===== src/rtl/multicycle_controller.sv =====
// Main control FSM of the multicycle RV32I core: sequences fetch/decode/execute/memory/writeback,
// drives datapath selects and enables, counts retired instructions and halts on illegal opcodes.
module multicycle_controller #(
   parameter int CNT_W = 32
) (
   input  logic             clk,
   input  logic             rst_n,
   input  logic [6:0]       op,
   input  logic [2:0]       funct3,
   input  logic             zero,
   input  logic             mem_ready,
   output logic             mem_req,
   output logic             mem_write,
   output logic             adr_src,
   output logic             ir_write,
   output logic             pc_update,
   output logic             reg_write,
   output logic [1:0]       alu_src_a,
   output logic [1:0]       alu_src_b,
   output logic [1:0]       result_src,
   output logic [1:0]       imm_src,
   output logic [1:0]       alu_op,
   output logic             halt,
   output logic [CNT_W-1:0] instret
);

   localparam logic [6:0] OP_LW  = 7'b0000011;
   localparam logic [6:0] OP_SW  = 7'b0100011;
   localparam logic [6:0] OP_R   = 7'b0110011;
   localparam logic [6:0] OP_I   = 7'b0010011;
   localparam logic [6:0] OP_BR  = 7'b1100011;
   localparam logic [6:0] OP_JAL = 7'b1101111;

   typedef enum logic [3:0] {
      S_FETCH    = 4'd0,
      S_DECODE   = 4'd1,
      S_MEMADR   = 4'd2,
      S_MEMREAD  = 4'd3,
      S_MEMWB    = 4'd4,
      S_MEMWRITE = 4'd5,
      S_EXECUTER = 4'd6,
      S_EXECUTEI = 4'd7,
      S_JAL      = 4'd8,
      S_ALUWB    = 4'd9,
      S_BRANCH   = 4'd10,
      S_ILLEGAL  = 4'd11
   } state_t;

   state_t           state_q, state_d;
   logic [CNT_W-1:0] instret_q, instret_d;
   logic             retire_s;
   logic             br_legal_s;
   logic             mem_req_s, mem_write_s, ir_write_s, pc_update_s, reg_write_s;

   // State and retired-instruction counter registers
   always_ff @(posedge clk or negedge rst_n) begin
      if (!rst_n) begin
         state_q   <= S_FETCH;
         instret_q <= '0;
      end else begin
         state_q   <= state_d;
         instret_q <= instret_d;
      end
   end

   // Next-state decode and retirement detection
   always_comb begin
      state_d    = state_q;
      retire_s   = 1'b0;
      br_legal_s = (funct3 == 3'b000) || (funct3 == 3'b001);
      case (state_q)
         S_FETCH:    if (mem_ready) state_d = S_DECODE; else state_d = S_FETCH;
         S_DECODE: begin
            case (op)
               OP_LW, OP_SW: state_d = S_MEMADR;
               OP_R:         state_d = S_EXECUTER;
               OP_I:         state_d = S_EXECUTEI;
               OP_BR:        state_d = br_legal_s ? S_BRANCH : S_ILLEGAL;
               OP_JAL:       state_d = S_JAL;
               default:      state_d = S_ILLEGAL;
            endcase
         end
         S_MEMADR:   if (op == OP_LW) state_d = S_MEMREAD; else state_d = S_MEMWRITE;
         S_MEMREAD:  if (mem_ready) state_d = S_MEMWB; else state_d = S_MEMREAD;
         S_MEMWB: begin
            state_d  = S_FETCH;
            retire_s = 1'b1;
         end
         S_MEMWRITE: begin
            if (mem_ready) begin
               state_d  = S_FETCH;
               retire_s = 1'b1;
            end else begin
               state_d  = S_MEMWRITE;
            end
         end
         S_EXECUTER: state_d = S_ALUWB;
         S_EXECUTEI: state_d = S_ALUWB;
         S_JAL:      state_d = S_ALUWB;
         S_ALUWB, S_BRANCH: begin
            state_d  = S_FETCH;
            retire_s = 1'b1;
         end
         S_ILLEGAL:  state_d = S_ILLEGAL;
         default:    state_d = S_ILLEGAL;
      endcase
      if (retire_s) instret_d = instret_q + {{(CNT_W-1){1'b0}}, 1'b1};
      else          instret_d = instret_q;
   end

   // Moore output decode; FETCH and BRANCH additionally look at mem_ready / zero
   always_comb begin
      mem_req_s   = 1'b0;
      mem_write_s = 1'b0;
      adr_src     = 1'b0;
      ir_write_s  = 1'b0;
      pc_update_s = 1'b0;
      reg_write_s = 1'b0;
      alu_src_a   = 2'b00;
      alu_src_b   = 2'b00;
      result_src  = 2'b00;
      alu_op      = 2'b00;
      halt        = 1'b0;
      case (state_q)
         S_FETCH: begin
            mem_req_s   = 1'b1;
            alu_src_b   = 2'b10;
            result_src  = 2'b10;
            ir_write_s  = mem_ready;
            pc_update_s = mem_ready;
         end
         S_DECODE: begin
            alu_src_a = 2'b01;
            alu_src_b = 2'b01;
         end
         S_MEMADR: begin
            alu_src_a = 2'b10;
            alu_src_b = 2'b01;
         end
         S_MEMREAD: begin
            mem_req_s = 1'b1;
            adr_src   = 1'b1;
         end
         S_MEMWB: begin
            result_src  = 2'b01;
            reg_write_s = 1'b1;
         end
         S_MEMWRITE: begin
            mem_req_s   = 1'b1;
            mem_write_s = 1'b1;
            adr_src     = 1'b1;
         end
         S_EXECUTER: begin
            alu_src_a = 2'b10;
            alu_op    = 2'b10;
         end
         S_EXECUTEI: begin
            alu_src_a = 2'b10;
            alu_src_b = 2'b01;
            alu_op    = 2'b10;
         end
         S_JAL: begin
            alu_src_a   = 2'b01;
            alu_src_b   = 2'b10;
            pc_update_s = 1'b1;
         end
         S_ALUWB:    reg_write_s = 1'b1;
         S_BRANCH: begin
            alu_src_a   = 2'b10;
            alu_op      = 2'b01;
            pc_update_s = zero ^ funct3[0];
         end
         S_ILLEGAL:  halt = 1'b1;
         default:    halt = 1'b1;
      endcase
   end

   // Immediate format follows the opcode directly so decode can use it immediately
   always_comb begin
      case (op)
         OP_SW:   imm_src = 2'b01;
         OP_BR:   imm_src = 2'b10;
         OP_JAL:  imm_src = 2'b11;
         default: imm_src = 2'b00;
      endcase
   end

   // Enables are held off for as long as reset is asserted
   assign mem_req   = mem_req_s   & rst_n;
   assign mem_write = mem_write_s & rst_n;
   assign ir_write  = ir_write_s  & rst_n;
   assign pc_update = pc_update_s & rst_n;
   assign reg_write = reg_write_s & rst_n;
   assign instret   = instret_q;

endmodule


===== config.mk =====
export PLATFORM = sky130hd
export DESIGN_NAME = multicycle_controller
export DESIGN_NICKNAME = d
export VERILOG_FILES = /design/src/rtl/multicycle_controller.sv
export SDC_FILE = /design/constraint.sdc
export NUM_CORES = 1
export LEC_CHECK = 0
export CAP_MARGIN = 20
export CORE_ASPECT_RATIO = 0.9
export CORE_MARGIN = 2
export CORE_UTILIZATION = 47
export DETAILED_ROUTE_END_ITERATION = 16
export HOLD_SLACK_MARGIN = 0.08
export PLACE_DENSITY = 0.9
export SYNTH_ARGS = -nofsm -noshare
export SYNTH_HDL_FRONTEND = slang
export SYNTH_SLANG_ARGS = --single-unit

===== constraint.sdc =====
create_clock -name clk -period 2.3 [get_ports clk]
set_input_delay 0.46 -clock clk [delete_from_list [all_inputs] [get_ports clk]]
set_output_delay 0.46 -clock clk [all_outputs]
set_load 0.02 [all_outputs]

==> qor.txt, run 1 <==
Detailed-route via count: 1927
Register Area: 902 um2
Hold_ws: 0.310 ns
Internal Power: 1560 uW
Die width: 73.9 um
Maxcap violations: 0
Final setup fails: 0
Vias in the first global route: 1870
End of the worst register-to-register path: instret[17]$_DFFE_PN0P_
Hold Path Class: in -> async
Total core area: 4160 um2
Worst Path Max Fanout: 12
Sequential fraction of the synthesis area: 0.436
Initial DRC count: 127
Synth Register Bits: 36
M1 GR Usage: 0.266
I/O Pins: 63
Layout Skew: 0.00418 ns
Highest clock rate: 0.462 GHz
Sw frac: 0.402
CP Buf/Inv Count: 2
1st-pass router iterations: 4
Area of the multi-input gates: 1110 um2
Final worst setup slack: 0.135 ns
Leak Pwr: 0.00128 uW
Area after DPL: 2880 um2
Clock-pin slew on the worst setup and hold paths: 0.07 ns
FILL cells: 307
Per-cell routed wire length: 13.9 um
Die H: 66.9 um
Max incr delay on CP: 0.57 ns
Sw Pwr: 1050 uW
Via density: 5.32
Critical path data arrival time: 2.38 ns
Worst-Margin Slew: 0.453 ns
Post-Synthesis Cell Area: 2070 um2
Slew Limit Fails: 0
Worst VDD drop: 0.640 mV
Crit path max-delay cell type: or4_4
R2r setup slk: 0.14 ns
Fin crit share: 0.941
Slew Limit Headroom: 0.698
# diodes: 0
Total length of routed wires: 5020 um
Fin crit period: 2.16 ns
CP Data Required Time: 2.52 ns
IO buf count: 62
DP HPWL: 3870 um
Mean Syn Cell Area: 9.48 um2
Number of nets at the end of the flow: 316
Busiest metal layer after global routing: met2
CP most frequent cell: buf_4
Mapped Cells: 218
Site row count: 22
Hold Fails Final Rpt: 0
CP startpoint kind: flip-flop
Critical path cell sequence: buf_4 -> buf_4 -> xnor2_1 -> o32a_4 -> or4_4 -> nor4_2 -> xor2_1
Placer Congestion: 0.820
DP Worst Slack: -0.131 ns
Die area: 4940 um2
Synth Flop Type: dfrtp_1
Drt drc: 0
CTS Buf Count: 5
Pin count of the biggest net entering global routing: 37
First-pass GRT wire length: 8330 um
All-Layer GR Usage: 0.217
Synth warn: 0
Critical path class: reg -> reg
Post-synth EDFFs: 0
Final instance area: 2980 um2
Share of cells above drive strength 1: 0.136
Clock buffer depth: 2
Worst skew pair latency: 0.29 ns
Setup TNS: 0 ns
Starting Density: 0.497
Reg-to-reg startpoint: state_q[1]$_DFF_PN0_
Clk root buf: clkbuf_8
Syn Nets: 233
Syn-to-layout area delta: 44.4%
Clock Sinks: 36
Clk network pwr share: 0.181
Cell family with most CP delay: simple AND/OR/NAND/NOR gates
Seq pwr share: 0.316
Grt ovf: 0
FF-to-FF path depth: 7
Outcome: complete, no violations
H-Tree Depth: 2
Setup crit end kind: flip-flop
CTS tree: yes
Met3 Track Usage GR: 0.0499
Met2 Usage GRT: 0.378
Initial antenna violation count: 0
Total power divided by cell area: 875 nW/um2
Async set or reset register ratio after synthesis: 1.00
Design Power: 2610 uW
Post-CTS setup repair buffer count: 0
Gate power share: 0.503
RSZ-0062 raised after global routing: no
Synth cell types: 42
Remaining antenna violation count: 0
[worst max path at each step]
stage	from	to	cells past startpoint	slack, ns
6_report	state_q[1]$_DFF_PN0_	instret[17]$_DFFE_PN0P_	7	0.14
5_1_grt	state_q[2]$_DFF_PN0_	mem_req	6	0.007
4_1_cts	state_q[1]$_DFF_PN0_	mem_write	4	0.007
3_5_place_dp	op[2]	imm_src[0]	5	-0.13
3_3_place_gp	op[2]	imm_src[0]	5	-0.11
2_1_floorplan	state_q[0]$_DFF_PN0_	mem_req	4	0.05
[cells in the final DEF, fill, tap and decap left out, drive strengths merged, types with 6 or more instances in the layout]
cell type      count
buf               23
inv                6
xnor2             23
xor2              12
nand2             22
nor2b              7
clkdlybuf4s50     46
and3               6
dfrtp             36
clkbuf             7
nor3               6
nand3             13
a21oi              6
dlygate4sd2       10
nor2              28
[kinds of logic after synthesis]
family | share of synthesized area
compound gates | 0.0709
xor+xnor | 0.148
buf+inv | 0.0291
flops | 0.436
fa+ha+maj | 0.00606
mux | 0.0103
simple gates | 0.299
[flip-flops by register name, indices dropped and copies added (netlist names)]
signal,flops
instret,32
state_q,4
[synth_stat cells, types with 2 or more instances]
library cell	count	area [um2]
xnor2_1	23	201
xor2_1	12	105
dfrtp_1	36	901
o21ai_0	2	10.0
buf_1	2	7.51
nand2b_1	4	25.0
nand4_1	4	25.0
nand3_1	13	65.1
nor2b_1	7	43.8
o32ai_1	2	17.5
and4_1	3	26.3
clkbuf_1	5	18.8
a21oi_1	6	30.0
o221ai_1	2	17.5
nor2_1	28	105
and3_1	6	37.5
o211ai_1	2	15.0
nor3b_1	3	22.5
nand2_1	22	82.6
nor4_1	3	18.8
inv_1	6	22.5
or4_4	2	22.5
nor3_1	6	30.0
[area by class of cell]
type,count,area share
clock buffers,7,0.0289
clock inverters,1,0.00252
inverters,6,0.00755
multi-input cells,168,0.374
flip-flops and latches,36,0.302
well taps,60,0.0252
repair buffers,84,0.260
[metal layers]
layer,routed length (um),vias up
li1,-,929
met1,2250,938
met2,2500,55
met3,208,5
met4,56,0
met5,0,-
[through the flow]
step,util,cells
2_1_floorplan,-,218
3_5_place_dp,0.694,354
5_1_grt,0.718,362
3_3_place_gp,0.694,354
6_report,0.718,362
4_1_cts,0.714,362
[power by group through the flow]
stage	registers, uW	clock network (uW)	logic (uW)
floorplan	835	0	770
global placement	826	0	1320
detailed placement	833	0	1350
CTS	821	473	1320
global route	834	490	1430
finish	824	473	1310
[worst reg2reg max path, cell delays in order (launching register included)]
cell and delay (ns):
dfrtp_1 0.41, buf_4 0.19, buf_4 0.15, xnor2_1 0.16, o32a_4 0.26, or4_4 0.57
nor4_2 0.19, xor2_1 0.16
[timing repair]
| action | in CTS | in global routing |
|---|---|---|
| hold buffers | 0 | 0 |
| gates resized for setup | 14 | 8 |
| setup endpoints to repair | 13 | 6 |
Power figures use the tool's default switching activity.
==> run 2: changes to the inputs <==
--- a/config.mk
+++ b/config.mk
@@ -10,6 +10,6 @@
 export CORE_MARGIN = 2
-export CORE_UTILIZATION = 47
+export CORE_UTILIZATION = 50
 export DETAILED_ROUTE_END_ITERATION = 16
 export HOLD_SLACK_MARGIN = 0.08
-export PLACE_DENSITY = 0.9
+export PLACE_DENSITY = 0.95
 export SYNTH_ARGS = -nofsm -noshare
==> constraint.sdc (replaced) <==
create_clock -name clk -period 2.6 [get_ports clk]
set_input_delay 0.78 -clock clk [delete_from_list [all_inputs] [get_ports clk]]
set_output_delay 0.78 -clock clk [all_outputs]
set_load 0.02 [all_outputs]
==> qor.txt, run 2 (synthesis results as in run 1) <==
Leak Pwr: 0.00130 uW (was 0.00128 uW)
DP Worst Slack: -0.585 ns (was -0.131 ns)
I/O Pins: 63 (unchanged)
Critical path data arrival time: 1.78 ns (was 2.38 ns)
Remaining antenna violation count: 0 (unchanged)
Die width: 71.8 um (was 73.9 um)
RSZ-0062 raised after global routing: yes (was no)
All-Layer GR Usage: 0.242 (was 0.217)
Hold-fix buffers, CTS: 0 (unchanged)
FILL cells: 289 (was 307)
Worst skew pair latency: 0.29 ns (about the same)
Grt ovf: 0 (unchanged)
Worst VDD drop: 0.601 mV (was 0.640 mV)
Clock-pin slew on the worst setup and hold paths: 0.08 ns (was 0.07 ns)
IO buf count: 62 (unchanged)
Hold Path Class: reg -> reg (was in -> async)
1st-pass router iterations: 4 (unchanged)
Fin crit period: 2.56 ns
DP HPWL: 3810 um (was 3870 um)
# diodes: 0 (unchanged)
Worst Path Max Fanout: 9 (was 12)
Per-cell routed wire length: 15.3 um (was 13.9 um)
Placer Congestion: 0.852 (was 0.820)
Highest clock rate: 0.391 GHz
Layout Skew: 0.00534 ns (was 0.00418 ns)
Number of nets at the end of the flow: 317 (was 316)
Clk root buf: clkbuf_8 (unchanged)
Largest register FFs: 32 (unchanged)
R2r setup slk: 0.29 ns (was 0.14 ns)
Final worst setup slack: 0.0392 ns (was 0.135 ns)
Commonest non-fill, non-tap cell in the layout: clkdlybuf4s50_1 (unchanged)
Slew Limit Fails: 0 (unchanged)
Pin count of the biggest net entering global routing: 37 (unchanged)
First-pass GRT wire length: 8780 um (was 8330 um)
Total length of routed wires: 5370 um (was 5020 um)
CTS Buf Count: 5 (unchanged)
Total core area: 4020 um2 (was 4160 um2)
Clock buffer depth: 2 (unchanged)
Dpl cells: 342 (was 354)
Fin crit share: 0.985
Setup crit end kind: output port (was flip-flop)
Share of cells above drive strength 1: 0.178 (was 0.136)
Drt drc: 0 (unchanged)
Site row count: 22 (unchanged)
Commonest non-fill, non-tap cells in the layout: clkdlybuf4s50_1, dfrtp_1, nor2_1 (unchanged)
Syn-to-layout area delta: 46.2% (was 44.4%)
Final setup fails: 0 (unchanged)
Detailed-route via count: 1922 (was 1927)
Clock Sinks: 36 (unchanged)
Vias in the first global route: 1929 (was 1870)
Final Non-Filler Cells: 351 (was 362)
Outcome: complete, no violations (unchanged)
Die area: 4660 um2 (was 4940 um2)
Worst-Margin Slew: 0.450 ns (was 0.453 ns)
Via density: 5.48 (was 5.32)
Critical path class: reg -> out (was reg -> reg)
Initial antenna violation count: 0 (unchanged)
Die H: 65.0 um (was 66.9 um)
CP Data Required Time: 1.82 ns (was 2.52 ns)
Starting Density: 0.514 (was 0.497)
CTS tree: yes (unchanged)
CP startpoint kind: flip-flop (unchanged)
Initial DRC count: 108 (was 127)
Maxcap violations: 0 (unchanged)
H-Tree Depth: 2 (unchanged)
Slew Limit Headroom: 0.700 (was 0.698)
Hold Fails Final Rpt: 0 (unchanged)
Total power divided by cell area: 810 nW/um2 (was 875 nW/um2)
==> run 2: layout make-up <==
type	instances	area [um2]	share of cell area
Multi-Input combinational cell	168	1140	0.378
Sequential cell	36	903	0.299
Timing Repair Buffer	85	781	0.258
Clock buffer	5	68.8	0.0228
Tap cell	48	60.1	0.0199
Clock inverter	3	42.5	0.0141
Inverter	6	22.5	0.00746
==> run 2: timing repair <==
action | 4_1_cts | 5_1_grt
pin swaps | 0 | 0
gates resized for setup | 38 | 11
hold endpoints to repair | 0 | 0
gates cloned | 0 | 0
buffers inserted | 1 | 0
setup endpoints to repair | 16 | 10
==> run 2: power breakdown <==
group          switching, uW  total [uW]  internal (uW)
combinational            643        1210            568
clock                    211         495            284
sequential               111         741            630
==> run 2: stage by stage <==
stage | setup TNS [ns] | area (um2) | total power (uW) | hold WS (ns) | utilization
4_1_cts | -0.0459 | 2990 | 2420 | 0.478 | 0.744
5_1_grt | -0.0249 | 3020 | 2580 | 0.502 | 0.752
6_report | 0 | 3020 | 2450 | 0.477 | 0.752
3_3_place_gp | -2.76 | 2880 | 1910 | 0.459 | 0.717
3_5_place_dp | -3.99 | 2880 | 1940 | 0.463 | 0.717
2_1_floorplan | 0 | 2070 | 1420 | 0.484 | -
==> run 2: final timing paths <==
| kind | startpoint | end | cells after the start |
|---|---|---|---|
| worst max-delay path | state_q[3]$_DFF_PN0_ | alu_op[1] | 3 |
| max in group asynchronous | rst_n | state_q[2]$_DFF_PN0_ | 2 |
| worst max register to register | state_q[3]$_DFF_PN0_ | instret[17]$_DFFE_PN0P_ | 6 |
| min in group asynchronous | rst_n | instret[7]$_DFFE_PN0P_ | 2 |
| worst min register to register | instret[31]$_DFFE_PN0P_ | instret[31]$_DFFE_PN0P_ | 1 |
| worst min-delay path | instret[31]$_DFFE_PN0P_ | instret[31]$_DFFE_PN0P_ | 1 |
==> run 2: critical path, stage by stage, from the launching register on <==
cell and delay [ns]:
dfrtp_1 0.47, buf_4 0.21, and3b_1 0.21, clkdlybuf4s50_1 0.60
==> run 2: layer usage <==
layer	vias to the layer above	global-route usage	wire length, um
met5	-	0	0
met4	0	0.104	119
met3	9	0.0529	238
met2	59	0.418	2700
met1	922	0.289	2310
li1	932	-	-
==> run 3: changes to the inputs <==
--- a/config.mk
+++ b/config.mk
@@ -14,2 +14,3 @@
 export PLACE_DENSITY = 0.95
+export SLEW_MARGIN = 20
 export SYNTH_ARGS = -nofsm -noshare
--- a/constraint.sdc
+++ b/constraint.sdc
@@ -3,2 +3,2 @@
 set_output_delay 0.78 -clock clk [all_outputs]
-set_load 0.02 [all_outputs]
+set_load 0.1 [all_outputs]
==> qor.txt, run 3 (synthesis results as in run 1) <==
All-Layer GR Usage: 0.253 (was 0.242)
Worst hold path depth: 1 (unchanged)
Initial antenna violation count: 0 (unchanged)
Vias in the first global route: 1928 (was 1929)
Total core area: 4020 um2 (unchanged)
CP startpoint kind: flip-flop (unchanged)
Worst Path Max Fanout: 4 (was 9)
CP Buf/Inv Count: 1 (was 2)
Slew Limit Headroom: 0.706 (was 0.700)
Clock-pin slew on the worst setup and hold paths: 0.07 ns (was 0.08 ns)
Hold Path Class: reg -> reg (unchanged)
Highest clock rate: 0.388 GHz (was 0.391 GHz)
Layout Skew: 0.00897 ns (was 0.00534 ns)
Critical path class: reg -> out (unchanged)
1st-pass router iterations: 4 (unchanged)
First-pass GRT wire length: 9200 um (was 8780 um)
Fin crit period: 2.58 ns (was 2.56 ns)
CTS Buf Count: 5 (unchanged)
Hold Fails Final Rpt: 0 (unchanged)
Per-cell routed wire length: 15.7 um (was 15.3 um)
Area after DPL: 3090 um2 (was 2880 um2)
Critical path data arrival time: 1.80 ns (was 1.78 ns)
I/O Pins: 63 (unchanged)
RSZ-0062 raised after global routing: yes (unchanged)
Starting Density: 0.514 (unchanged)
Via density: 5.58 (was 5.48)
Die area: 4660 um2 (unchanged)
Sw Pwr: 1850 uW (was 965 uW)
Commonest non-fill, non-tap cell in the layout: buf_4 (was clkdlybuf4s50_1)
Outcome: complete, no violations (unchanged)
Max incr delay on CP: 0.43 ns (was 0.60 ns)
R2r setup slk: 0.52 ns (was 0.29 ns)
# diodes: 0 (unchanged)
Hold-fix buffers, CTS: 0 (unchanged)
Pin count of the biggest net entering global routing: 37 (unchanged)
Worst skew pair latency: 0.29 ns (about the same)
FF-to-FF path depth: 6 (unchanged)
Placer Congestion: 0.883 (was 0.852)
Detailed-route via count: 1960 (was 1922)
Syn-to-layout area delta: 55.6% (was 46.2%)
DP Worst Slack: -0.134 ns (was -0.585 ns)
Clk root buf: clkbuf_8 (unchanged)
Die H: 65.0 um (unchanged)
Clk network pwr share: 0.118 (was 0.202)
DP HPWL: 4050 um (was 3810 um)
Internal Power: 1630 uW (was 1480 uW)
Final Util: 0.800 (was 0.752)
Slew Limit Fails: 0 (unchanged)
Number of nets at the end of the flow: 317 (unchanged)
Cell family with most CP delay: simple AND/OR/NAND/NOR gates (was buffers and inverters)
Clock buffer depth: 2 (unchanged)
Die width: 71.8 um (unchanged)
IO buf count: 62 (unchanged)
CTS tree: yes (unchanged)
Leak Pwr: 0.00134 uW (was 0.00130 uW)
Site row count: 22 (unchanged)
Commonest non-fill, non-tap cells in the layout: buf_4, dfrtp_1, xnor2_1 (was clkdlybuf4s50_1, dfrtp_1, nor2_1)
Total length of routed wires: 5510 um (was 5370 um)
Share of cells above drive strength 1: 0.380 (was 0.178)
Maxcap violations: 0 (unchanged)
Total power divided by cell area: 1080 nW/um2 (was 810 nW/um2)
Seq pwr share: 0.226 (was 0.303)
Worst-Margin Slew: 0.440 ns (was 0.450 ns)
Crit path max-delay cell type: dfrtp_1 (was clkdlybuf4s50_1)
Remaining antenna violation count: 0 (unchanged)
Hold path startpoint: instret[31]$_DFFE_PN0P_ (unchanged)
Final instance area: 3210 um2 (was 3020 um2)
Setup crit end kind: output port (unchanged)
Worst Hold End: instret[31]$_DFFE_PN0P_ (unchanged)
Reg-to-reg startpoint: state_q[1]$_DFF_PN0_ (was state_q[3]$_DFF_PN0_)
Fin crit share: 0.992 (was 0.985)
Largest register FFs: 32 (unchanged)
Initial DRC count: 162 (was 108)
Drt drc: 0 (unchanged)
Critical path cell sequence: nand2b_2 -> nor2b_1 -> nor2_1 -> nor2_2 -> nor3b_4 -> buf_12 (was buf_4 -> and3b_1 -> clkdlybuf4s50_1)
Final worst setup slack: 0.0215 ns (was 0.0392 ns)
Clock Sinks: 36 (unchanged)
CP Data Required Time: 1.82 ns (about the same)
Worst VDD drop: 1.25 mV (was 0.601 mV)
Grt ovf: 0 (unchanged)
Final setup fails: 0 (unchanged)
Gate power share: 0.656 (was 0.495)
H-Tree Depth: 2 (unchanged)
Critical path depth: 6 (was 3)
End of the worst register-to-register path: instret[17]$_DFFE_PN0P_ (unchanged)
Sw frac: 0.531 (was 0.394)
[run 3: cell types whose count changed in the layout (fill, tap and decap cells not counted), moves of 3 or more]
cell and delta:
buf_4 +32, buf_2 -4, dlymetal6s2s_1 -4, nor2_1 -6, clkdlybuf4s50_1 -38, buf_12 +16, nor2_2 +3, nor2_4 +3
dfrtp_1 -7, dfrtp_2 +7
[run 3: how the worst max path moves through the flow]
| stage | startpoint | to | slack [ns] |
|---|---|---|---|
| after detailed placement | op[2] | imm_src[0] | -0.13 |
| after CTS | state_q[2]$_DFF_PN0_ | mem_req | 0.04 |
| after global routing | state_q[1]$_DFF_PN0_ | mem_req | -0.02 |
| after global placement | op[2] | imm_src[0] | -0.07 |
| after floorplan | state_q[0]$_DFF_PN0_ | mem_req | -0.54 |
| final | state_q[1]$_DFF_PN0_ | mem_req | 0.02 |
[run 3: power by group through the flow]
| stage | sequential [uW] | combinational [uW] | clock, uW |
|---|---|---|---|
| floorplan | 952 | 1410 | 0 |
| global placement | 782 | 2200 | 0 |
| detailed placement | 787 | 2240 | 0 |
| CTS | 780 | 2250 | 409 |
| global route | 797 | 2370 | 436 |
| finish | 785 | 2280 | 411 |
[run 3: through the flow]
step,hold WS [ns],std cells,total power (uW),TNS (ns)
final,0.498,351,3480,0
after global routing,0.520,351,3600,-0.0264
after CTS,0.499,348,3430,0
after detailed placement,0.482,340,3030,-0.771
after global placement,0.464,340,2980,-0.313
after floorplan,0.484,218,2360,-1.18
[run 3: per-layer routing]
layer  vias up  share of wire  track usage
li1        925              -            -
met4         0          0.016       0.0755
met3        10          0.068       0.0638
met2        78           0.50        0.421
met5         -              0            0
met1       947           0.42        0.325
[run 3: layout make-up]
| class | count | area, um2 |
|---|---|---|
| Clock buffer | 7 | 86.3 |
| Clock inverter | 1 | 7.51 |
| Tap cell | 48 | 60.1 |
| Timing Repair Buffer | 85 | 872 |
| Fill cell | 247 | 805 |
| Inverter | 6 | 22.5 |
| Multi-Input combinational cell | 168 | 1250 |
| Sequential cell | 36 | 912 |
[run 3: repair_timing]
item,CTS,global route
endpoints found under the hold margin,0,0
pin swaps,2,0
setup endpoints to repair,6,3
buffers inserted,0,3
resized for setup,12,2
==> patch 1: new RTL, settings of run 2 <==
Encoding of `state_t`: now one-hot (12 bits for 12 states).
--- a/src/rtl/multicycle_controller.sv
+++ b/src/rtl/multicycle_controller.sv
@@ -31,19 +31,19 @@
    localparam logic [6:0] OP_BR  = 7'b1100011;
    localparam logic [6:0] OP_JAL = 7'b1101111;
 
-   typedef enum logic [3:0] {
-      S_FETCH    = 4'd0,
-      S_DECODE   = 4'd1,
-      S_MEMADR   = 4'd2,
-      S_MEMREAD  = 4'd3,
-      S_MEMWB    = 4'd4,
-      S_MEMWRITE = 4'd5,
-      S_EXECUTER = 4'd6,
-      S_EXECUTEI = 4'd7,
-      S_JAL      = 4'd8,
-      S_ALUWB    = 4'd9,
-      S_BRANCH   = 4'd10,
-      S_ILLEGAL  = 4'd11
+   typedef enum logic [11:0] {
+      S_FETCH    = 12'b000000000001,
+      S_DECODE   = 12'b000000000010,
+      S_MEMADR   = 12'b000000000100,
+      S_MEMREAD  = 12'b000000001000,
+      S_MEMWB    = 12'b000000010000,
+      S_MEMWRITE = 12'b000000100000,
+      S_EXECUTER = 12'b000001000000,
+      S_EXECUTEI = 12'b000010000000,
+      S_JAL      = 12'b000100000000,
+      S_ALUWB    = 12'b001000000000,
+      S_BRANCH   = 12'b010000000000,
+      S_ILLEGAL  = 12'b100000000000
    } state_t;
 
    state_t           state_q, state_d;
Formal check against the unedited RTL: no difference found for any inputs over 10 cycles, from zero or initial values and one cycle with rst_n low; not proved beyond that.
==> patch 1 against run 2 <==
  * The run now ends with negative setup slack left
  * Area after synthesis up 19%
  * Clock skew up 0.0057 ns
  * Sequential cell count is 8 higher
  * Core utilization increased by 7.4 points
  * Cell area up 30%
  * Synthesized cell count up 12%
  * Worst setup slack worse by 0.20 ns
  * Non-clock buffer count increased by 47
  * Wire length up 71%
  * Sequential share of layout area fell by 1.8 points
  * Maximum frequency fell by 7.4%
  * Register-to-register slack got worse by 0.08 ns
Power is not compared: it rests on default switching activity, and its combinational part moved more than twofold at a synthesized area within 25%.
==> patch 1: results (changes against run 2) <==
[metrics] violations in the final reports: negative setup slack
[metrics] end of the critical path: pc_update
[metrics] combined area of all synthesized cells: 2450 um2 (+19%)
[metrics] number of nets in the layout: 394 (+24%)
[metrics] met1 routed wirelength after detailed routing: 3460 um (+50%)
[metrics] HP Class: in -> async
[metrics] met1 track demand over resource: 38.2% (+9.3 points)
[metrics] sequential cell area fraction in the yosys report: 45.0% (+1.4 points)
[metrics] final worst-path setup slack: -0.165 ns (-0.204 ns)
[metrics] Post-Place Worst Slack: -0.876 ns (-0.291 ns)
[metrics] share of final-layout standard cells stronger than drive strength 1: 38.2% (+20 points)
[metrics] top cells by count, synth: dfrtp_1, nand2_1, xnor2_1, nand3_1, nor2_1
[metrics] net count after synthesis: 259 (+11%)
[metrics] synth top area cells: dfrtp_1, xnor2_1, nand2_1
[metrics] result of the run: finished, violations left
[metrics] final weighted congestion of routability-driven global placement: 1.03 (+21%)
[metrics] met3 track demand over resource in global routing: 6.85% (+1.6 points)
[metrics] final setup violating endpoints: 10 (+10)
[metrics] cell area reported after detailed placement: 3530 um2 (+23%)
[metrics] critical-path cell with the highest stage delay: dfrtp_2
[metrics] dpl cells: 420 (+23%)
[metrics] number of buffers added for setup after CTS: 9 (+8)
[metrics] Register-to-Register Path Depth: 8 (+2)
[metrics] met3 WL post-DR: 768 um (+220%)
[metrics] critical register-to-register path startpoint: state_q[1]$_DFF_PN0_
[metrics] Max Fanout on Critical Path: 4 (-5)
[metrics] kind of cell adding the most delay to the critical path: simple AND/OR/NAND/NOR gates
patch 1: cell types whose count changed in the layout (fill, tap and decap cells not counted), sizes merged, moves of 5 or more:
cell and delta:
and3 +5, clkdlybuf4s50 -5, nand2 +8, buf +59
nor2 -11, dfrtp +7, dlygate4sd2 -5, xor2 -6
xnor2 +7, nor2b -6, nor3 +7, nand3 +7
nand4 +11
patch 1: cell families after synthesis:
family / count (synthesis) / synth area share, %
multiplexers: 1 / 0.459
buffers and inverters: 9 / 1.84
AND/OR/NAND/NOR: 132 / 32.0
XOR/XNOR: 36 / 12.9
adder cells (fa/ha/maj): 1 / 0.510
flip-flops: 44 / 45.0
AO/OA/AOI/OAI: 21 / 7.40
patch 1: area by class of cell:
type	instances	area, um2
clock buffers	6	82.6
clock inverters	2	38.8
fillers	249	833
inverters	5	21.3
multi-input cells	191	1480
flip-flops and latches	44	1110
well taps	65	81.3
repair buffers	132	1130
==> patch 2: new RTL, settings of run 2 <==
Made on the original files. The parameter `CNT_W` goes from 32 to 28.
--- a/src/rtl/multicycle_controller.sv
+++ b/src/rtl/multicycle_controller.sv
@@ -1,7 +1,7 @@
 // Main control FSM of the multicycle RV32I core: sequences fetch/decode/execute/memory/writeback,
 // drives datapath selects and enables, counts retired instructions and halts on illegal opcodes.
 module multicycle_controller #(
-   parameter int CNT_W = 32
+   parameter int CNT_W = 28
 ) (
    input  logic             clk,
    input  logic             rst_n,
Ports: changed (resized instret); port bits go from 63 to 59. No check against the original RTL was run, so the function may have changed too.
==> patch 2 against run 2 <==
  * Worst setup slack got worse by 0.021 ns
  * Wire length increased by 0.19%
  * Sequential cell count is 4 lower
  * Die area down 3.0%
  * Critical path depth is 3 higher
  * Area after synthesis down 3.1%
  * Cell area fell by 2.0%
  * Total power is 1.2% higher
==> patch 2: results (changes against run 2) <==
[metrics] cell area reported after detailed placement: 2790 um2 (-3.1%)
[metrics] result of the run: finished, final reports clean
[metrics] top cells by count, synth: dfrtp_1, xor2_1, xnor2_1, nand2_1
[metrics] Max stage delay on crit path: 0.48 ns (-0.12 ns)
[metrics] sequential cell area fraction in the yosys report: 40.0% (-3.6 points)
[metrics] synth top area cells: dfrtp_1, xor2_1, xnor2_1
[metrics] power dissipated in combinational cells: 1340 uW (+11%)
[metrics] Post-Place Worst Slack: -0.552 ns (+0.0328 ns)
[metrics] PD cells: 837 nW/um2 (+3.3%)
[metrics] dpl cells: 330 (-3.5%)
[metrics] number of nets in the layout: 309 (-2.5%)
[metrics] GRT Resource Usage Total: 23.2% (-0.98 points)
[metrics] Relative slew margins: 53.1% (-17 points)
[metrics] pin count of the biggest net entering global routing: 29 (-22%)
[metrics] internal power: 1440 uW (-3.0%)
[metrics] first-pass GRT wire length: 8570 um (-2.4%)
[metrics] largest voltage drop on the vdd net: 0.456 mV (-24%)
[metrics] mean instance size in the synthesized netlist: 9.57 um2 (+1.0%)
[metrics] share of final-layout standard cells stronger than drive strength 1: 21.0% (+3.2 points)
[metrics] met2 usage: 41.7% (about the same)
[metrics] Endpoint, Worst Hold: instret[27]$_DFFE_PN0P_
[metrics] met3 WL post-DR: 263 um (+11%)
[metrics] number of cells in the finished layout apart from fillers: 341 (-2.8%)
[metrics] PostCTS Resize Cnt: 40 (+5.3%)
[metrics] met1 track demand over resource: 29.5% (+0.57 points)
[metrics] skew final: 0.00631 ns (+0.000977 ns)
[metrics] crit path DAT: 1.80 ns (+0.02 ns)
[metrics] met3 track demand over resource in global routing: 4.26% (-1.0 points)
[metrics] average vias per placed instance: 5.79 (+5.7%)
[metrics] synth unique cells: 49 (+17%)
[metrics] Largest register FFs: 28 (-13%)
[metrics] final weighted congestion of routability-driven global placement: 0.812 (-4.6%)
[metrics] critical-path cell with the highest stage delay: dfrtp_2
[metrics] number of DRC markers in iteration 0: 134 (+24%)
[metrics] flop2flop setup slack: 0.53 ns (+0.24 ns)
[metrics] Post-DP HPWL: 3660 um (-3.9%)
[metrics] I/O Buffers: 58 (-6.5%)
[patch 2: layout make-up]
class	instances	area, um2
multi-input combinational	160	1160
timing repair buffer	89	827
fill	246	823
sequential	32	806
clock buffer	8	90.1
tap	46	57.6
inverter	6	22.5
[patch 2: how the worst max path moves through the flow]
stage	start	end	slack [ns]	cells past startpoint
6_report	state_q[2]$_DFF_PN0_	alu_src_b[0]	0.02	6
5_1_grt	state_q[2]$_DFF_PN0_	alu_src_b[0]	-0.06	6
4_1_cts	op[2]	imm_src[0]	-0.07	4
3_5_place_dp	op[2]	imm_src[0]	-0.55	4
3_3_place_gp	op[5]	imm_src[1]	-0.52	5
2_1_floorplan	state_q[2]$_DFF_PN0_	ir_write	0.11	3
[patch 2: kinds of logic after synthesis]
kind of cell	share of synthesized area, %
AND/OR/NAND/NOR	31.0
adder cells (fa/ha/maj)	0.625
flip-flops	40.0
multiplexers	1.06
buffers and inverters	4.00
AO/OA/AOI/OAI	9.76
XOR/XNOR	13.6
